$ cat src/rtl/reaction_timer_if.sv
// Player/LCD-facing signals of reaction_timer: button in, go light, result bus and
// HD44780 8-bit parallel LCD pins out.
interface reaction_timer_if;
  logic        button;
  logic        led;
  logic [15:0] reaction_time;
  logic [7:0]  lcd_data;
  logic        lcd_rs;
  logic        lcd_en;

  modport master (
    output button,
    input  led,
    input  reaction_time,
    input  lcd_data,
    input  lcd_rs,
    input  lcd_en
  );

  modport slave (
    input  button,
    output led,
    output reaction_time,
    output lcd_data,
    output lcd_rs,
    output lcd_en
  );
endinterface

$ cat src/rtl/reaction_timer.sv
// Reaction-time tester: press arms a random delay, LED lights, ms counted until next press.
// Define REACTION_LCD_EN to build the HD44780 sequencer that prints each result.
module reaction_timer #(
  parameter int unsigned TICK_CYCLES = 50000,
  parameter int unsigned MIN_DELAY   = 500,
  parameter int unsigned RAND_MASK   = 1023,
  parameter int unsigned MAX_MS      = 9999,
  parameter int unsigned LCD_WAIT    = 2500,
  parameter int unsigned LCD_EN_HI   = 25
) (
  input logic             clk,
  input logic             reset,
  reaction_timer_if.slave bus
);
  localparam int unsigned DivW = $clog2(TICK_CYCLES + 1);
  localparam int unsigned DlyW = $clog2(MIN_DELAY + RAND_MASK + 1);

  typedef enum logic [1:0] {StIdle, StWait, StArmed, StDone} state_e;

  state_e          state_q, state_d;
  logic            btn_s1_q, btn_s2_q, btn_prev_q;
  logic [15:0]     lfsr_q, lfsr_d;
  logic [DivW-1:0] div_q, div_d;
  logic [DlyW-1:0] delay_q, delay_d;
  logic [15:0]     ms_q, ms_d;
  logic [15:0]     rt_q, rt_d;
  logic            led_q, led_d;
  logic            press, tick;

  assign press = btn_s2_q & ~btn_prev_q;
  assign tick  = (div_q == DivW'(TICK_CYCLES - 1));

  always_comb begin
    lfsr_d  = {lfsr_q[14:0], lfsr_q[15] ^ lfsr_q[13] ^ lfsr_q[12] ^ lfsr_q[10]};
    div_d   = tick ? '0 : div_q + DivW'(1);
    state_d = state_q;
    delay_d = delay_q;
    ms_d    = ms_q;
    rt_d    = rt_q;
    unique case (state_q)
      StIdle, StDone: begin
        if (press) begin
          state_d = StWait;
          delay_d = DlyW'(MIN_DELAY) + DlyW'(lfsr_q & 16'(RAND_MASK));
        end
      end
      StWait: begin
        // A press wins over a coincident expiry: that is still a false start.
        if (press) begin
          state_d = StDone;
          rt_d    = 16'hFFFF;
        end else if (delay_q == '0) begin
          state_d = StArmed;
          ms_d    = '0;
          div_d   = '0;
        end else if (tick) begin
          delay_d = delay_q - DlyW'(1);
        end
      end
      StArmed: begin
        if (press) begin
          state_d = StDone;
          rt_d    = ms_q;
        end else if (ms_q == 16'(MAX_MS)) begin
          state_d = StDone;
          rt_d    = 16'(MAX_MS);
        end else if (tick) begin
          ms_d = ms_q + 16'd1;
        end
      end
      default: state_d = StIdle;
    endcase
    led_d = (state_d == StArmed);
  end

  always_ff @(posedge clk or negedge reset) begin
    if (!reset) begin
      state_q    <= StIdle;
      btn_s1_q   <= 1'b0;
      btn_s2_q   <= 1'b0;
      btn_prev_q <= 1'b0;
      lfsr_q     <= 16'hACE1;
      div_q      <= '0;
      delay_q    <= '0;
      ms_q       <= '0;
      rt_q       <= '0;
      led_q      <= 1'b0;
    end else begin
      state_q    <= state_d;
      btn_s1_q   <= bus.button;
      btn_s2_q   <= btn_s1_q;
      btn_prev_q <= btn_s2_q;
      lfsr_q     <= lfsr_d;
      div_q      <= div_d;
      delay_q    <= delay_d;
      ms_q       <= ms_d;
      rt_q       <= rt_d;
      led_q      <= led_d;
    end
  end

  assign bus.led           = led_q;
  assign bus.reaction_time = rt_q;

`ifdef REACTION_LCD_EN
  typedef enum logic [2:0] {LcIdle, LcBcd, LcLoad, LcSetup, LcEnHi, LcWait} lcd_state_e;

  lcd_state_e      lc_state_q, lc_state_d;
  logic            lc_init_q, lc_init_d, lc_pend_q, lc_pend_d, lc_err_q, lc_err_d;
  logic [2:0]      lc_idx_q, lc_idx_d;
  logic [1:0]      lc_pos_q, lc_pos_d;
  logic [15:0]     lc_bin_q, lc_bin_d;
  logic [3:0][3:0] lc_dig_q, lc_dig_d;
  logic [31:0]     lc_cnt_q, lc_cnt_d;
  logic [7:0]      lcd_data_q, lcd_data_d;
  logic            lcd_rs_q, lcd_rs_d, lcd_en_q, lcd_en_d;
  logic [7:0]      lc_byte;
  logic            lc_byte_rs, lc_last, done_entry;
  logic [15:0]     lc_step;

  assign done_entry = (state_d == StDone) && (state_q != StDone);
  assign lc_last    = lc_init_q ? (lc_idx_q == 3'd3) : (lc_idx_q == 3'd4);

  // Byte 0 of an update is the DDRAM home command; bytes 1..4 are thousands..units.
  always_comb begin
    lc_byte    = 8'h80;
    lc_byte_rs = 1'b0;
    if (lc_init_q) begin
      unique case (lc_idx_q[1:0])
        2'd0:    lc_byte = 8'h38;
        2'd1:    lc_byte = 8'h0C;
        2'd2:    lc_byte = 8'h01;
        default: lc_byte = 8'h06;
      endcase
    end else if (lc_idx_q != 3'd0) begin
      lc_byte_rs = 1'b1;
      if (lc_err_q) begin
        unique case (lc_idx_q)
          3'd1:       lc_byte = 8'h45;
          3'd2, 3'd3: lc_byte = 8'h72;
          default:    lc_byte = 8'h21;
        endcase
      end else begin
        lc_byte = {4'h3, lc_dig_q[2'(3'd4 - lc_idx_q)]};
      end
    end
  end

  always_comb begin
    unique case (lc_pos_q)
      2'd3:    lc_step = 16'd1000;
      2'd2:    lc_step = 16'd100;
      2'd1:    lc_step = 16'd10;
      default: lc_step = 16'd1;
    endcase
  end

  always_comb begin
    lc_state_d = lc_state_q;
    lc_init_d  = lc_init_q;
    lc_pend_d  = lc_pend_q | done_entry;
    lc_err_d   = lc_err_q;
    lc_idx_d   = lc_idx_q;
    lc_pos_d   = lc_pos_q;
    lc_bin_d   = lc_bin_q;
    lc_dig_d   = lc_dig_q;
    lc_cnt_d   = lc_cnt_q;
    lcd_data_d = lcd_data_q;
    lcd_rs_d   = lcd_rs_q;
    lcd_en_d   = lcd_en_q;
    unique case (lc_state_q)
      LcIdle: begin
        if (lc_init_q) begin
          lc_state_d = LcLoad;
        end else if (lc_pend_q) begin
          lc_pend_d  = done_entry;
          lc_bin_d   = rt_q;
          lc_err_d   = (rt_q == 16'hFFFF);
          lc_dig_d   = '0;
          lc_pos_d   = 2'd3;
          lc_idx_d   = 3'd0;
          lc_state_d = (rt_q == 16'hFFFF) ? LcLoad : LcBcd;
        end
      end
      LcBcd: begin
        // Repeated subtraction, one step per clock.
        if (lc_bin_q >= lc_step) begin
          lc_bin_d           = lc_bin_q - lc_step;
          lc_dig_d[lc_pos_q] = lc_dig_q[lc_pos_q] + 4'd1;
        end else if (lc_pos_q == 2'd0) begin
          lc_state_d = LcLoad;
        end else begin
          lc_pos_d = lc_pos_q - 2'd1;
        end
      end
      LcLoad: begin
        lcd_data_d = lc_byte;
        lcd_rs_d   = lc_byte_rs;
        lc_state_d = LcSetup;
      end
      LcSetup: begin
        lcd_en_d   = 1'b1;
        lc_cnt_d   = 32'(LCD_EN_HI - 1);
        lc_state_d = LcEnHi;
      end
      LcEnHi: begin
        if (lc_cnt_q == '0) begin
          lcd_en_d   = 1'b0;
          // Clear-display needs a much longer settle time.
          lc_cnt_d   = (lc_init_q && lc_idx_q == 3'd2) ? 32'(40 * LCD_WAIT - 1)
                                                      : 32'(LCD_WAIT - 1);
          lc_state_d = LcWait;
        end else begin
          lc_cnt_d = lc_cnt_q - 32'd1;
        end
      end
      LcWait: begin
        if (lc_cnt_q != '0) begin
          lc_cnt_d = lc_cnt_q - 32'd1;
        end else if (lc_last) begin
          lc_init_d  = 1'b0;
          lc_state_d = LcIdle;
        end else begin
          lc_idx_d   = lc_idx_q + 3'd1;
          lc_state_d = LcLoad;
        end
      end
      default: lc_state_d = LcIdle;
    endcase
  end

  always_ff @(posedge clk or negedge reset) begin
    if (!reset) begin
      lc_state_q <= LcIdle;
      lc_init_q  <= 1'b1;
      lc_pend_q  <= 1'b0;
      lc_err_q   <= 1'b0;
      lc_idx_q   <= '0;
      lc_pos_q   <= '0;
      lc_bin_q   <= '0;
      lc_dig_q   <= '0;
      lc_cnt_q   <= '0;
      lcd_data_q <= '0;
      lcd_rs_q   <= 1'b0;
      lcd_en_q   <= 1'b0;
    end else begin
      lc_state_q <= lc_state_d;
      lc_init_q  <= lc_init_d;
      lc_pend_q  <= lc_pend_d;
      lc_err_q   <= lc_err_d;
      lc_idx_q   <= lc_idx_d;
      lc_pos_q   <= lc_pos_d;
      lc_bin_q   <= lc_bin_d;
      lc_dig_q   <= lc_dig_d;
      lc_cnt_q   <= lc_cnt_d;
      lcd_data_q <= lcd_data_d;
      lcd_rs_q   <= lcd_rs_d;
      lcd_en_q   <= lcd_en_d;
    end
  end

  assign bus.lcd_data = lcd_data_q;
  assign bus.lcd_rs   = lcd_rs_q;
  assign bus.lcd_en   = lcd_en_q;
`else
  assign bus.lcd_data = '0;
  assign bus.lcd_rs   = 1'b0;
  assign bus.lcd_en   = 1'b0;
`endif
endmodule

$ cat src/flat_wrapper.sv
// flat-port wrapper written by rule: the top's interface ports become plain ports
module reaction_timer_flat 
#(
  parameter int unsigned TICK_CYCLES = 50000,
  parameter int unsigned MIN_DELAY   = 500,
  parameter int unsigned RAND_MASK   = 1023,
  parameter int unsigned MAX_MS      = 9999,
  parameter int unsigned LCD_WAIT    = 2500,
  parameter int unsigned LCD_EN_HI   = 25
)
  (clk, reset, bus_button, bus_led, bus_reaction_time, bus_lcd_data, bus_lcd_rs, bus_lcd_en);
  reaction_timer_if bus_i ();
  input logic clk;
  input logic reset;
  input wire logic [$bits(bus_i.button)-1:0] bus_button;
  output wire logic [$bits(bus_i.led)-1:0] bus_led;
  output wire logic [$bits(bus_i.reaction_time)-1:0] bus_reaction_time;
  output wire logic [$bits(bus_i.lcd_data)-1:0] bus_lcd_data;
  output wire logic [$bits(bus_i.lcd_rs)-1:0] bus_lcd_rs;
  output wire logic [$bits(bus_i.lcd_en)-1:0] bus_lcd_en;
  assign bus_i.button = bus_button;
  assign bus_led = bus_i.led;
  assign bus_reaction_time = bus_i.reaction_time;
  assign bus_lcd_data = bus_i.lcd_data;
  assign bus_lcd_rs = bus_i.lcd_rs;
  assign bus_lcd_en = bus_i.lcd_en;
  reaction_timer #(.TICK_CYCLES(TICK_CYCLES), .MIN_DELAY(MIN_DELAY), .RAND_MASK(RAND_MASK), .MAX_MS(MAX_MS), .LCD_WAIT(LCD_WAIT), .LCD_EN_HI(LCD_EN_HI)) u_core (.clk(clk), .reset(reset), .bus(bus_i));
endmodule
$ cat config.mk
export PLATFORM = sky130hd
export DESIGN_NAME = reaction_timer_flat
export DESIGN_NICKNAME = d
export VERILOG_FILES = /design/src/rtl/reaction_timer_if.sv /design/src/rtl/reaction_timer.sv /design/src/flat_wrapper.sv
export SDC_FILE = /design/constraint.sdc
export NUM_CORES = 1
export LEC_CHECK = 0
export CAP_MARGIN = 20
export CORE_ASPECT_RATIO = 1.2
export CORE_MARGIN = 3
export CORE_UTILIZATION = 25
export DETAILED_ROUTE_END_ITERATION = 12
export MAX_ROUTING_LAYER = met4
export RECOVER_POWER = 25
export SLEW_MARGIN = 20
export SYNTH_ARGS = -nofsm -noshare
export SYNTH_HDL_FRONTEND = slang
export SYNTH_SLANG_ARGS = --single-unit
$ cat constraint.sdc
create_clock -name clk -period 5.75 [get_ports clk]
set_input_delay 1.15 -clock clk [delete_from_list [all_inputs] [get_ports clk]]
set_output_delay 1.15 -clock clk [all_outputs]
set_load 0.1 [all_outputs]
==> run_summary.xml <==
<?xml version="1.0" encoding="UTF-8"?>
<metrics>
  <group name="run_status">
    <metric name="status" unit="">finished clean</metric>
  </group>
  <group name="routing">
    <metric name="routed-via-count" unit="">3077</metric>
    <metric name="drt_iter0_drc" unit="">195</metric>
    <metric name="residual_antenna_violating_net_count_after_detailed_routing" unit="">0</metric>
    <metric name="totalWireLength" unit="mm">8.822</metric>
    <metric name="drc_errors" unit="">0</metric>
    <metric name="via_count_normalized_by_instance_count" unit="">4.884</metric>
    <metric name="firstDrtPassIters" unit="">4</metric>
    <metric name="routedWlPerCell" unit="µm">14.00</metric>
  </group>
  <group name="synthesis">
    <metric name="synth_seq_cells" unit="">81</metric>
    <metric name="adder_cell_share_of_the_synthesized_area" unit="%">1.860</metric>
    <metric name="ys_seq_area_share" unit="%">50.46</metric>
    <metric name="yosys.area_share.xor_xnor" unit="%">4.774</metric>
    <metric name="yosys.cell_types.count" unit="">51</metric>
    <metric name="synthesis.area_per_instance" unit="µm²">10.04</metric>
    <metric name="ys.flop_type" unit="">dfrtp_1</metric>
    <metric name="post_synth_and_or_nand_nor_area_fraction" unit="%">22.66</metric>
    <metric name="synth.cell_area" unit="µm²">4036</metric>
    <metric name="synth_compound_gate_area_share" unit="%">12.83</metric>
    <metric name="dominant_combinational_cell_family_by_area_after_synthesis" unit="">simple AND/OR/NAND/NOR gates</metric>
    <metric name="asyncSetResetFlopFracSynth" unit="%">100.0</metric>
    <metric name="syn-instance-count" unit="">402</metric>
    <metric name="synth-edff-count" unit="">0</metric>
    <metric name="synth-warning-count" unit="">0</metric>
    <metric name="multiplexer_area_fraction_after_synthesis" unit="%">3.007</metric>
  </group>
  <group name="clock_tree">
    <metric name="cts.htree.levels" unit="">3</metric>
    <metric name="clkSinkCount" unit="">81</metric>
    <metric name="clkSlewWorstSetupHoldPaths" unit="ps">60</metric>
    <metric name="cts_inserted_buffers" unit="">9</metric>
    <metric name="number_of_hold_buffers_added_after_cts" unit="">0</metric>
    <metric name="cts_root_buf" unit="">clkbuf_16</metric>
    <metric name="post-cts-setup-buffer-count" unit="">0</metric>
    <metric name="cts.path.max_buffers" unit="">2</metric>
    <metric name="clkLatencyLatePin" unit="ps">340</metric>
    <metric name="cts_repair_resize_count" unit="">0</metric>
    <metric name="cts_tree" unit="">yes</metric>
  </group>
  <group name="grt">
    <metric name="grt_start_max_net_pins" unit="">82</metric>
    <metric name="first_global_vias" unit="">2947</metric>
    <metric name="grt_antenna_before_repair" unit="">0</metric>
    <metric name="grt_use_total" unit="%">10.63</metric>
    <metric name="grt_first_pass_wirelength" unit="mm">14.92</metric>
    <metric name="grt.overflow.total" unit="">0</metric>
  </group>
  <group name="placed_design">
    <metric name="portBuffers" unit="">19</metric>
    <metric name="placedCellCount" unit="">614</metric>
    <metric name="finalWeightedCongestion" unit="">0.8181</metric>
    <metric name="dp.final_hpwl" unit="mm">5.880</metric>
  </group>
  <group name="floorplan">
    <metric name="placeableCoreArea" unit="µm²">15700</metric>
    <metric name="fp.dieW" unit="µm">122.0</metric>
    <metric name="die_area" unit="µm²">17710</metric>
    <metric name="die_y" unit="µm">145.2</metric>
    <metric name="floorplan.io_pins" unit="">30</metric>
    <metric name="floorplan.rows" unit="">50</metric>
    <metric name="start_util" unit="%">25.71</metric>
  </group>
  <group name="cells_and_area">
    <metric name="drive_above_1_share" unit="%">9.005</metric>
    <metric name="antenna-diode-count" unit="">0</metric>
    <metric name="layout.area.seq" unit="µm²">2037</metric>
    <metric name="layout.nets" unit="">426</metric>
    <metric name="leading_cell_type_in_the_layout_fill_and_taps_excluded" unit="">dfrtp_1</metric>
    <metric name="final_cell_mix" unit="">dfrtp_1 (73), nand2_1 (42), a21oi_1 (29)</metric>
    <metric name="final_instance_count_excl_fillers" unit="">630</metric>
    <metric name="nFillCells" unit="">1598</metric>
    <metric name="multiInputGateArea" unit="µm²">1866</metric>
    <metric name="final_core_utilization" unit="%">30.06</metric>
    <metric name="flow.area_growth_from_synthesis" unit="%">16.93</metric>
  </group>
  <group name="pwr">
    <metric name="vdd.ir_drop.worst" unit="µV">234.2</metric>
    <metric name="power_report.internal_total" unit="mW">1.302</metric>
    <metric name="power_density" unit="nW/µm²">473.9</metric>
    <metric name="power.sequential.fraction" unit="%">34.8</metric>
    <metric name="switching_share" unit="%">41.79</metric>
    <metric name="clock_power_share" unit="%">26.9</metric>
    <metric name="p_sw" unit="mW">0.9348</metric>
    <metric name="finalPower" unit="mW">2.237</metric>
    <metric name="pwr-share-comb" unit="%">38.2</metric>
    <metric name="static-leakage-power" unit="nW">1.819</metric>
  </group>
  <group name="worst_setup_path">
    <metric name="worst-r2r-setup-slack" unit="ps">2650</metric>
    <metric name="crit_arrival" unit="ps">3360</metric>
    <metric name="r2r-end" unit="">u_core.delay_q[3]</metric>
    <metric name="critPathMaxFanout" unit="">24</metric>
    <metric name="cp.buffers_inverters" unit="">2</metric>
    <metric name="crit_path_max_incr_delay" unit="ps">660</metric>
    <metric name="cp-end-kind" unit="">flop</metric>
    <metric name="depth_of_the_critical_timing_path_with_buffers_and_inverters_included" unit="">7</metric>
    <metric name="r2r_cells" unit="">7</metric>
    <metric name="worst-endpoint-required" unit="ps">6000</metric>
    <metric name="timing.setup.critical_path_class" unit="">reg -&gt; reg</metric>
    <metric name="timing.rr.start" unit="">u_core.state_q[1]</metric>
    <metric name="crit_chain" unit="">inv_1 -&gt; ha_1 -&gt; inv_1 -&gt; or3_1 -&gt; o31ai_2 -&gt; a21oi_1 -&gt; a21oi_1</metric>
    <metric name="cp_slowest_cell" unit="">ha_1</metric>
    <metric name="critical_path.top_delay_family" unit="">compound AO/OA/AOI/OAI gates</metric>
    <metric name="critPathLaunchType" unit="">flop</metric>
  </group>
  <group name="timing">
    <metric name="unrepaired_setup_endpoints_after_global_routing" unit="">false</metric>
    <metric name="relSlewSlack" unit="%">34.32</metric>
    <metric name="post_route_clock_skew" unit="ps">10.31</metric>
    <metric name="setup_viol" unit="">0</metric>
    <metric name="slew_viol_final" unit="">0</metric>
    <metric name="final-hold-violation-count" unit="">0</metric>
    <metric name="worst_slew_pin_slew" unit="ps">982.2</metric>
    <metric name="achievable-frequency" unit="MHz">322.1</metric>
    <metric name="finalCriticalPeriod" unit="ps">3105</metric>
    <metric name="fin_setup_tns" unit="ps">0</metric>
    <metric name="min_period_over_period" unit="%">53.99</metric>
  </group>
  <group name="run">
    <metric name="drv.max_cap_violation_count" unit="">0</metric>
  </group>
  <group name="min_path">
    <metric name="whs_endpoint" unit="">u_core.lfsr_q[15]</metric>
    <metric name="min_path_cells" unit="">0</metric>
    <metric name="holdCritPathClass" unit="">reg -&gt; reg</metric>
    <metric name="hold_path_startpoint" unit="">u_core.lfsr_q[14]</metric>
  </group>
</metrics>
## synth_stat cells (10+ instances only)
cell      instances  share of area (%)
nand2_1          42                3.9
or4_1            10                1.9
o22a_1           11                2.4
a21oi_1          29                3.6
clkbuf_1         14                1.3
dfrtp_1          73                 45
xnor2_1          14                3.0
nand3_1          17                2.1
o21ai_0          17                2.1
buf_4            10                1.9
or3_1            15                2.3
nor2_1           27                2.5
## worst max-delay path by stage
stage | startpoint | end | slack, ps
final | u_core.state_q[1] | u_core.delay_q[3] | 2650
after global routing | u_core.state_q[1] | u_core.delay_q[3] | 2350
after CTS | u_core.state_q[1] | u_core.delay_q[2] | 2670
after detailed placement | u_core.state_q[1] | u_core.delay_q[2] | 2680
after global placement | u_core.state_q[1] | u_core.delay_q[2] | 2860
after floorplan | u_core.delay_q[0] | u_core.ms_q[10] | 3480
## power groups by stage
stage / Clock (mW) / Sequential [mW] / Combinational, mW
final: 0.602 / 0.779 / 0.855
after global routing: 0.643 / 0.795 / 0.916
after floorplan: 0 / 1.05 / 0.396
after detailed placement: 0 / 0.789 / 0.858
after CTS: 0.619 / 0.780 / 0.860
after global placement: 0 / 0.785 / 0.838
## final cells by class
type / count / share of cell area (%)
Inverter: 6 / 0.4772
Clock buffer: 10 / 4.852
Multi-Input combinational cell: 296 / 39.53
Tap cell: 208 / 5.514
Timing Repair Buffer: 23 / 4.692
Sequential cell: 81 / 43.16
Clock inverter: 6 / 1.776
## per-stage QoR
| stage | cell area, µm² | worst slack [ps] | hold slack (ps) |
|---|---|---|---|
| 2_1_floorplan | 4070 | 3481 | 331.2 |
| 3_3_place_gp | 4403 | 2862 | 340.5 |
| 3_5_place_dp | 4403 | 2676 | 338.7 |
| 4_1_cts | 4716 | 2671 | 358.4 |
| 5_1_grt | 4720 | 2353 | 373.2 |
| 6_report | 4720 | 2645 | 356.2 |
## logic make-up (layout without fill, tap and decap cells)
| kind of cell | count (synthesis) | after routing |
|---|---|---|
| mux | 11 | 11 |
| other cells | 1 | 10 |
| compound gates | 81 | 81 |
| buf+inv | 34 | 45 |
| xor+xnor | 22 | 22 |
| simple gates | 166 | 166 |
| fa+ha+maj | 6 | 6 |
| flops | 81 | 81 |
## layer usage
| layer | track usage (%) | vias to the layer above | part of all wire, % |
|---|---|---|---|
| met5 | - | - | 0 |
| met3 | 2.222 | 9 | 2.4 |
| li1 | - | 1471 | - |
| met2 | 17.31 | 34 | 53 |
| met1 | 13.08 | 1563 | 43 |
| met4 | 3.587 | 0 | 1.3 |
## worst reg2reg max path, cell delays in order (launching register included)
cell	delay [ps]
dfrtp_1	380
inv_1	90
ha_1	660
inv_1	470
or3_1	510
o31ai_2	580
a21oi_1	150
a21oi_1	170
## registers in the layout, summed over array words and instances (netlist names)
register and count:
u_core.lfsr_q 16, u_core.btn_prev_q 1, u_core.bus.reaction_time 16, u_core.div_q 16, u_core.state_q 2, u_core.btn_s2_q 1, u_core.ms_q 16, u_core.btn_s1_q 1
u_core.bus.led 1, u_core.delay_q 11
(Power assumes the default switching activity.)
